## config.mk

```make
export PLATFORM = sky130hd
export DESIGN_NAME = m68k_bus_cycle_flat
export DESIGN_NICKNAME = d
export VERILOG_FILES = /design/src/rtl/m68k_bus_cycle_pkg.sv /design/src/rtl/m68k_bus_cycle_if.sv /design/src/rtl/m68k_bus_cycle.sv /design/src/flat_wrapper.sv
export SDC_FILE = /design/constraint.sdc
export NUM_CORES = 1
export LEC_CHECK = 0
export CAP_MARGIN = 0
export CORE_ASPECT_RATIO = 1.25
export CORE_MARGIN = 2
export CORE_UTILIZATION = 50
export CTS_BUF_LIST = sky130_fd_sc_hd__clkbuf_16
export CTS_CLUSTER_DIAMETER = 150
export DETAILED_ROUTE_END_ITERATION = 8
export GPL_TIMING_DRIVEN = 0
export PLACE_DENSITY = 0.87
export SLEW_MARGIN = 20
export SYNTH_ARGS = -nofsm -noshare
export SYNTH_HDL_FRONTEND = slang
export SYNTH_SLANG_ARGS = --single-unit
```

## constraint.sdc

```tcl
create_clock -name SYSCLK -period 2.05 [get_ports SYSCLK]
set_input_delay 0.41 -clock SYSCLK [delete_from_list [all_inputs] [get_ports SYSCLK]]
set_output_delay 0.41 -clock SYSCLK [all_outputs]
set_load 0.01 [all_outputs]
```

## src/rtl/m68k_bus_cycle_pkg.sv

```systemverilog
// Shared types for the MC68000 bus-cycle engine: the state encoding, the FC codes
// and the registered state bundle that the two-process FSM carries.
package m68k_bus_pkg;

  typedef enum logic [3:0] {
    IDLE, S0, S1, S2, S3, S4, S5, S6, S7
  } bus_state_e;

  localparam logic [2:0] USER_DATA  = 3'd1;
  localparam logic [2:0] USER_PROG  = 3'd2;
  localparam logic [2:0] SUPER_DATA = 3'd5;
  localparam logic [2:0] SUPER_PROG = 3'd6;
  localparam logic [2:0] IACK       = 3'd7;

  // Every flop of the engine: the visible outputs plus the captured request.
  typedef struct packed {
    bus_state_e  state;
    logic        busy;
    logic        done;
    logic        err;
    logic [15:0] rdata;
    logic [7:0]  waits;
    logic        as_n;
    logic        uds_n;
    logic        lds_n;
    logic        rw;
    logic [2:0]  fc;
    logic [22:0] a;
    logic [15:0] d_out;
    logic        a_oe;
    logic        d_oe;
    logic        cap_rw;
    logic [22:0] cap_addr;
    logic [15:0] cap_wdata;
    logic        cap_uds;
    logic        cap_lds;
    logic [2:0]  cap_fc;
  } cyc_regs_t;

  localparam cyc_regs_t CYC_RST = '{
    state: IDLE, busy: 1'b0, done: 1'b0, err: 1'b0, rdata: 16'h0, waits: 8'h0,
    as_n: 1'b1, uds_n: 1'b1, lds_n: 1'b1, rw: 1'b1, fc: 3'd0, a: 23'h0,
    d_out: 16'h0, a_oe: 1'b0, d_oe: 1'b0, cap_rw: 1'b1, cap_addr: 23'h0,
    cap_wdata: 16'h0, cap_uds: 1'b0, cap_lds: 1'b0, cap_fc: 3'd0
  };

endpackage

```

## src/rtl/m68k_bus_cycle_if.sv

```systemverilog
// Request/response and Amiga-side bus signals of the bus-cycle engine.
// slave = the engine, master = the Pi-side requester plus the synchronizer/bus model.
interface m68k_bus_cycle_if;
  logic        MCCLK_RISING;
  logic        MCCLK_FALLING;
  logic        DTACK_LATCH;
  logic        BERR_N;
  logic        REQ;
  logic        REQ_RW;
  logic [22:0] REQ_ADDR;
  logic [15:0] REQ_WDATA;
  logic        REQ_UDS;
  logic        REQ_LDS;
  logic [2:0]  REQ_FC;
  logic        BUSY;
  logic        DONE;
  logic        ERR;
  logic [15:0] RDATA;
  logic [7:0]  WAITS;
  logic        AS_N;
  logic        UDS_N;
  logic        LDS_N;
  logic        RW;
  logic [2:0]  FC;
  logic [22:0] A;
  logic [15:0] D_OUT;
  logic [15:0] D_IN;
  logic        A_OE;
  logic        D_OE;

  modport slave (
    input  MCCLK_RISING, MCCLK_FALLING, DTACK_LATCH, BERR_N, REQ, REQ_RW, REQ_ADDR,
           REQ_WDATA, REQ_UDS, REQ_LDS, REQ_FC, D_IN,
    output BUSY, DONE, ERR, RDATA, WAITS, AS_N, UDS_N, LDS_N, RW, FC, A, D_OUT, A_OE, D_OE
  );

  modport master (
    output MCCLK_RISING, MCCLK_FALLING, DTACK_LATCH, BERR_N, REQ, REQ_RW, REQ_ADDR,
           REQ_WDATA, REQ_UDS, REQ_LDS, REQ_FC, D_IN,
    input  BUSY, DONE, ERR, RDATA, WAITS, AS_N, UDS_N, LDS_N, RW, FC, A, D_OUT, A_OE, D_OE
  );
endinterface

```

## src/rtl/m68k_bus_cycle.sv

```systemverilog
// One MC68000 read/write bus cycle per request, paced by MCCLK edge strobes (S0-S7).
// `define M68K_BERR_EN makes BERR_N terminate S4 with ERR=1; otherwise BERR_N is ignored.
module m68k_bus_cycle
  import m68k_bus_pkg::*;
#(
  parameter int WAIT_LIMIT = 0
) (
  input  logic SYSCLK,
  input  logic SYSRST_N,
  m68k_bus_cycle_if.slave bus
);

  localparam logic [7:0] WLIM    = 8'(WAIT_LIMIT);
  localparam bit         WLIM_EN = (WAIT_LIMIT != 0);

  cyc_regs_t r, n;
  logic      rise, fall, berr;

  // Both strobes high at once is treated as no event.
  assign rise = bus.MCCLK_RISING & ~bus.MCCLK_FALLING;
  assign fall = bus.MCCLK_FALLING & ~bus.MCCLK_RISING;

`ifdef M68K_BERR_EN
  assign berr = ~bus.BERR_N;
`else
  logic berr_unused;
  assign berr_unused = bus.BERR_N;
  assign berr = 1'b0;
`endif

  always_ff @(negedge SYSCLK or negedge SYSRST_N) begin
    if (!SYSRST_N) r <= CYC_RST;
    else           r <= n;
  end

  always_comb begin
    n      = r;
    n.done = 1'b0;
    case (r.state)
      IDLE: ;
      S0: if (fall) begin
        n.state = S1;
        n.a_oe  = 1'b1;
        n.a     = r.cap_addr;
        n.fc    = r.cap_fc;
        n.rw    = r.cap_rw;
      end
      S1: if (rise) begin
        n.state = S2;
        n.as_n  = 1'b0;
        if (r.cap_rw) begin
          n.uds_n = ~r.cap_uds;
          n.lds_n = ~r.cap_lds;
        end
      end
      S2: if (fall) begin
        n.state = S3;
        if (!r.cap_rw) begin
          n.d_oe  = 1'b1;
          n.d_out = r.cap_wdata;
        end
      end
      S3: if (rise) begin
        n.state = S4;
        if (!r.cap_rw) begin
          n.uds_n = ~r.cap_uds;
          n.lds_n = ~r.cap_lds;
        end
      end
      // Wait states are counted per S4 falling strobe without a qualified DTACK.
      S4: if (fall) begin
        if (berr) begin
          n.state = S5;
          n.err   = 1'b1;
        end else if (bus.DTACK_LATCH) begin
          n.state = S5;
          n.err   = 1'b0;
        end else if (WLIM_EN && r.waits == WLIM) begin
          n.state = S5;
          n.err   = 1'b1;
        end else if (r.waits != 8'hFF) begin
          n.waits = r.waits + 8'd1;
        end
      end
      S5: if (rise) n.state = S6;
      S6: if (fall) begin
        n.state = S7;
        if (r.cap_rw) n.rdata = bus.D_IN;
        n.as_n  = 1'b1;
        n.uds_n = 1'b1;
        n.lds_n = 1'b1;
        n.done  = 1'b1;
      end
      S7: if (rise) begin
        n.state = IDLE;
        n.a_oe  = 1'b0;
        n.d_oe  = 1'b0;
        n.rw    = 1'b1;
        n.busy  = 1'b0;
      end
      default: n = CYC_RST;
    endcase

    // Acceptance from IDLE, or straight out of S7 on the same rising strobe.
    if (rise && bus.REQ && (r.state == IDLE || r.state == S7)) begin
      n.state     = S0;
      n.busy      = 1'b1;
      n.waits     = 8'h0;
      n.cap_rw    = bus.REQ_RW;
      n.cap_addr  = bus.REQ_ADDR;
      n.cap_wdata = bus.REQ_WDATA;
      n.cap_uds   = bus.REQ_UDS;
      n.cap_lds   = bus.REQ_LDS;
      n.cap_fc    = bus.REQ_FC;
    end
  end

  assign bus.BUSY  = r.busy;
  assign bus.DONE  = r.done;
  assign bus.ERR   = r.err;
  assign bus.RDATA = r.rdata;
  assign bus.WAITS = r.waits;
  assign bus.AS_N  = r.as_n;
  assign bus.UDS_N = r.uds_n;
  assign bus.LDS_N = r.lds_n;
  assign bus.RW    = r.rw;
  assign bus.FC    = r.fc;
  assign bus.A     = r.a;
  assign bus.D_OUT = r.d_out;
  assign bus.A_OE  = r.a_oe;
  assign bus.D_OE  = r.d_oe;

endmodule
```

## src/flat_wrapper.sv

```systemverilog
// flat-port wrapper written by rule: the top's interface ports become plain ports
module m68k_bus_cycle_flat import m68k_bus_pkg::*;
#(
  parameter int WAIT_LIMIT = 0
)
  (SYSCLK, SYSRST_N, bus_MCCLK_RISING, bus_MCCLK_FALLING, bus_DTACK_LATCH, bus_BERR_N, bus_REQ, bus_REQ_RW, bus_REQ_ADDR, bus_REQ_WDATA, bus_REQ_UDS, bus_REQ_LDS, bus_REQ_FC, bus_D_IN, bus_BUSY, bus_DONE, bus_ERR, bus_RDATA, bus_WAITS, bus_AS_N, bus_UDS_N, bus_LDS_N, bus_RW, bus_FC, bus_A, bus_D_OUT, bus_A_OE, bus_D_OE);
  m68k_bus_cycle_if bus_i ();
  input  logic SYSCLK;
  input  logic SYSRST_N;
  input wire logic [$bits(bus_i.MCCLK_RISING)-1:0] bus_MCCLK_RISING;
  input wire logic [$bits(bus_i.MCCLK_FALLING)-1:0] bus_MCCLK_FALLING;
  input wire logic [$bits(bus_i.DTACK_LATCH)-1:0] bus_DTACK_LATCH;
  input wire logic [$bits(bus_i.BERR_N)-1:0] bus_BERR_N;
  input wire logic [$bits(bus_i.REQ)-1:0] bus_REQ;
  input wire logic [$bits(bus_i.REQ_RW)-1:0] bus_REQ_RW;
  input wire logic [$bits(bus_i.REQ_ADDR)-1:0] bus_REQ_ADDR;
  input wire logic [$bits(bus_i.REQ_WDATA)-1:0] bus_REQ_WDATA;
  input wire logic [$bits(bus_i.REQ_UDS)-1:0] bus_REQ_UDS;
  input wire logic [$bits(bus_i.REQ_LDS)-1:0] bus_REQ_LDS;
  input wire logic [$bits(bus_i.REQ_FC)-1:0] bus_REQ_FC;
  input wire logic [$bits(bus_i.D_IN)-1:0] bus_D_IN;
  output wire logic [$bits(bus_i.BUSY)-1:0] bus_BUSY;
  output wire logic [$bits(bus_i.DONE)-1:0] bus_DONE;
  output wire logic [$bits(bus_i.ERR)-1:0] bus_ERR;
  output wire logic [$bits(bus_i.RDATA)-1:0] bus_RDATA;
  output wire logic [$bits(bus_i.WAITS)-1:0] bus_WAITS;
  output wire logic [$bits(bus_i.AS_N)-1:0] bus_AS_N;
  output wire logic [$bits(bus_i.UDS_N)-1:0] bus_UDS_N;
  output wire logic [$bits(bus_i.LDS_N)-1:0] bus_LDS_N;
  output wire logic [$bits(bus_i.RW)-1:0] bus_RW;
  output wire logic [$bits(bus_i.FC)-1:0] bus_FC;
  output wire logic [$bits(bus_i.A)-1:0] bus_A;
  output wire logic [$bits(bus_i.D_OUT)-1:0] bus_D_OUT;
  output wire logic [$bits(bus_i.A_OE)-1:0] bus_A_OE;
  output wire logic [$bits(bus_i.D_OE)-1:0] bus_D_OE;
  assign bus_i.MCCLK_RISING = bus_MCCLK_RISING;
  assign bus_i.MCCLK_FALLING = bus_MCCLK_FALLING;
  assign bus_i.DTACK_LATCH = bus_DTACK_LATCH;
  assign bus_i.BERR_N = bus_BERR_N;
  assign bus_i.REQ = bus_REQ;
  assign bus_i.REQ_RW = bus_REQ_RW;
  assign bus_i.REQ_ADDR = bus_REQ_ADDR;
  assign bus_i.REQ_WDATA = bus_REQ_WDATA;
  assign bus_i.REQ_UDS = bus_REQ_UDS;
  assign bus_i.REQ_LDS = bus_REQ_LDS;
  assign bus_i.REQ_FC = bus_REQ_FC;
  assign bus_i.D_IN = bus_D_IN;
  assign bus_BUSY = bus_i.BUSY;
  assign bus_DONE = bus_i.DONE;
  assign bus_ERR = bus_i.ERR;
  assign bus_RDATA = bus_i.RDATA;
  assign bus_WAITS = bus_i.WAITS;
  assign bus_AS_N = bus_i.AS_N;
  assign bus_UDS_N = bus_i.UDS_N;
  assign bus_LDS_N = bus_i.LDS_N;
  assign bus_RW = bus_i.RW;
  assign bus_FC = bus_i.FC;
  assign bus_A = bus_i.A;
  assign bus_D_OUT = bus_i.D_OUT;
  assign bus_A_OE = bus_i.A_OE;
  assign bus_D_OE = bus_i.D_OE;
  m68k_bus_cycle #(.WAIT_LIMIT(WAIT_LIMIT)) u_core (.SYSCLK(SYSCLK), .SYSRST_N(SYSRST_N), .bus(bus_i));
endmodule
```

======== Word-level counts from Yosys, hierarchy flattened ========
Cells that the tools add are included.
word-level totals
  bits in registers ....................... 124
  input port bits ......................... 68
  output and inout port bits .............. 75
  word-level logic and storage cells ...... 144
operators by class
  add/sub/neg operators ................... 1
  equality and inequality tests ........... 36
  multiplexer cells ....................... 47
  bitwise logic cells ..................... 14
  reductions and logical operators ........ 25
operators with widths
  operator                                       number
  two-way mux 45 bit                             2
  two-way mux 16 bit                             4
  case mux 16 bit (2 select lines)               2
  case mux 26 bit (2 select lines)               1
  OR reduction 8 bit                             5
  case mux 4 bit (9 select lines)                1
  two-way mux 4 bit                              8
  two-way mux 8 bit                              4
  two-way mux 27 bit                             1
  != test 2 x 1 -> 1 bit, second input constant  12
  != test 3 x 1 -> 1 bit, second input constant  8
  OR reduction 7 bit                             3
  == test 4 x 3 -> 1 bit, second input constant  4
  case mux 8 bit (2 select lines)                1
  AND reduction 3 bit                            5
  NOT 1 bit                                      12
  case mux 1 bit (3 select lines)                4
  two-way mux 5 bit                              2
  AND reduction 10 bit                           1
  != test 3 x 2 -> 1 bit, second input constant  3
  OR reduction 9 bit                             1
  adder 8 x 1 -> 8 bit, second input constant    1
  == test 4 x 2 -> 1 bit, second input constant  2
  two-way mux 1 bit                              8
  16 further kinds                               28

======== Logic depth before layout (Yosys ltp) ========
  word-level depth ........................ 6
  mapped depth ............................ 8
  mapped depth without buffers ............ 6

==> qor.csv <==
metric,value,unit
status,"complete, but fails checks",
violations,setup timing,
seqCellArea,0.00308,mm²
ys_warn_count,0,
hold_violations,0,
grt_max_degree,73,
ys_seq_elements,123,
holdPathEnd,u_core.bus.D_OUT[3],
wl_per_cell,23.7,µm
synthFlopType,dfrtn_1,
fin_nets,857,
min_from,u_core.bus.D_OUT[3],
postRouteWirelength,22100,µm
r2r_slack,-90,ps
ir_drop,0.806,mV
worst_ep_required_time,1640,ps
start_util,51.5,%
ys_seq_area_share,53.5,%
cap_violations,0,
worst_pin_slew,643,ps
io_pins,143,
hold_path_class,flop to flop,
gp_congestion,0.863,
grt_pass1_wl,28600,µm
cellPowerDensity,1430,mW/mm²
postRouteAntennaNets,0,
finalSetupViolCount,193,
multi_input_area,0.00260,mm²
clk_pin_slew,40,ps
synthDistinctLibCells,52,
die_area,0.0124,mm²
final_cell_mix,"dfrtn_1 (118), buf_6 (102), buf_4 (88)",
fin_skew,71.7,ps
grt_overflow,0,
end_kind,output port,
worstHoldPathCells,2,
relSlewSlack,56.7,%
fin_ws,-486,ps
dp_cells,844,
via_per_inst,6.04,
grt_pass1_vias,5557,
rsz0062_at_grt,yes,
cts-root-buf,clkbuf_16,
grt.total_usage,30.2,%
start_kind,flop,
placementRows,43,
syn_inst,568,
drt_iter0_drc,457,
postSynth.asyncResetShare,100,%
cts_tree,built,
crit_type,flop to output port,
fillers,466,
r2r-end,u_core.bus.RDATA[0],
synth_area_per_cell,10.2,µm²
synth_edf_count,0,
p_leak,4.52,nW
syn_area,0.00577,mm²
r2r_start,u_core.r[120],
antenna_found_initial,0,
cts_sinks,123,
htree_levels,4,
syn_to_final_growth,67.4,%
dieWidth,100,µm
clk_latency,460,ps
r2r_cells,7,
fin_setup_tns,-55970,ps
place_hpwl,10600,µm
arrival,2130,ps
layout.cells.non_filler,936,
synth_fp_nets,637,
num_vias,5649,
portBuffers,140,
slew_violations,0,
clk_path_buf_depth,2,
die_y,124,µm
cp_max_fo,2,
remaining_drc_errors,0,
dr.pass1.iters,6,
final_util,86.3,%
yosys-top-cells-area,"dfrtn_1 (51%), buf_4 (10%), a22o_1 (6.8%), nand2_1 (6.4%), o21ai_0 (4.0%)",
layout-drive-gt1-share,51.1,%
postCtsHoldBufs,0,
coreArea,0.0112,mm²
num_antenna_cells,0,
yosys.area.top_type,dfrtn_1,
cts_inserted_buffers,17,
synth_top_area_share,51.2,%
final_common_cell,dfrtn_1,
-- cells in the mapped netlist, types with 2 or more instances --
library cell and n:
a22o_1 45, a41oi_1 3, nor3_4 3, xnor2_1 2, o2111ai_1 2, and3_1 2
o21ai_0 46, mux2_2 3, buf_2 18, o31ai_1 4, nor2_1 14, o21ai_2 2
dfrtn_1 118, nor3_1 3, buf_4 77, nand2_1 99, nor2b_1 2, o21bai_1 2
a31oi_1 5, inv_1 21, a21oi_1 12, nand2b_1 3, and2_1 2, buf_6 3
o21ai_1 10, nand3_1 37, dfstp_2 5
-- where the power goes --
part           internal (W)  switching (W)  leakage, nW
clock               0.00210        0.00119        0.333
combinational       0.00324        0.00291         2.54
sequential          0.00347       0.000856         1.64
-- worst max path at each step --
stage,to,from,cells after the start,slack [ps]
2_1_floorplan,u_core.bus.WAITS[0],bus_MCCLK_FALLING,6,-530
3_3_place_gp,u_core.bus.A[2],SYSRST_N,1,-4810
3_5_place_dp,u_core.bus.A[19],bus_MCCLK_FALLING,9,-1240
4_1_cts,bus_LDS_N,u_core.bus.LDS_N,1,-470
5_1_grt,bus_A[6],u_core.bus.A[6],2,-490
6_report,bus_A[6],u_core.bus.A[6],2,-490
-- worst max-delay path, cell delays in order (launching register included) --
cell and delay (ps):
dfrtn_1 490, buf_6 130, buf_6 90
-- what timing repair did --
item / CTS / global route
cloned: 15 / 1
resized for setup: 534 / 104
pin swaps: 52 / 28
hold endpoints to repair: 0 / 0
setup buffers: 64 / 36
setup endpoints to repair: 197 / 192
-- per-stage QoR --
stage	hold slack, ps	power (W)	instance area, µm²	setup WS, ps
3_3_place_gp	415	0.00834	7510	-4810
4_1_cts	426	0.0126	9040	-470
5_1_grt	464	0.0142	9650	-492
2_1_floorplan	401	0.00672	5940	-527
3_5_place_dp	422	0.00851	7540	-1240
6_report	446	0.0138	9650	-486
-- sequential cells by signal, summed over array words and instances, names as in the netlist --
name,cells
u_core.bus.A,23
u_core.bus.DONE,1
u_core.bus.RW,1
u_core.bus.WAITS,8
u_core.bus.A_OE,1
u_core.bus.UDS_N,1
u_core.r,49
u_core.bus.D_OE,1
u_core.bus.FC,3
u_core.bus.BUSY,1
u_core.bus.LDS_N,1
u_core.bus.AS_N,1
u_core.bus.D_OUT,16
u_core.bus.RDATA,16
-- layer usage --
metal  track usage (%)  share of wire (%)  routed length (µm)
met5                 0                  0                   0
met4              14.0                5.1                1120
met3              6.79                6.0                1330
met2              53.9                 53               11800
met1              34.6                 36                7860
-- area by class of cell --
cell class / count / share of cell area [%]
clock buffers: 18 / 4.67
plain buffers: 40 / 4.59
multi-input cells: 325 / 27.0
flip-flops and latches: 123 / 32.0
inverters: 21 / 0.817
repair buffers: 255 / 27.3
clock inverters: 19 / 2.01
well taps: 135 / 1.75
-- cells by family after synthesis --
kind of cell / count (synthesis) / synth area share [%]
AO/OA/AOI/OAI: 142 / 17.3
XOR/XNOR: 2 / 0.304
adder cells (fa/ha/maj): 1 / 0.217
buffers and inverters: 121 / 13.7
flip-flops: 123 / 53.5
multiplexers: 3 / 0.586
other: 1 / 0.0650
AND/OR/NAND/NOR: 175 / 14.3
Power figures use the tool's default switching activity.
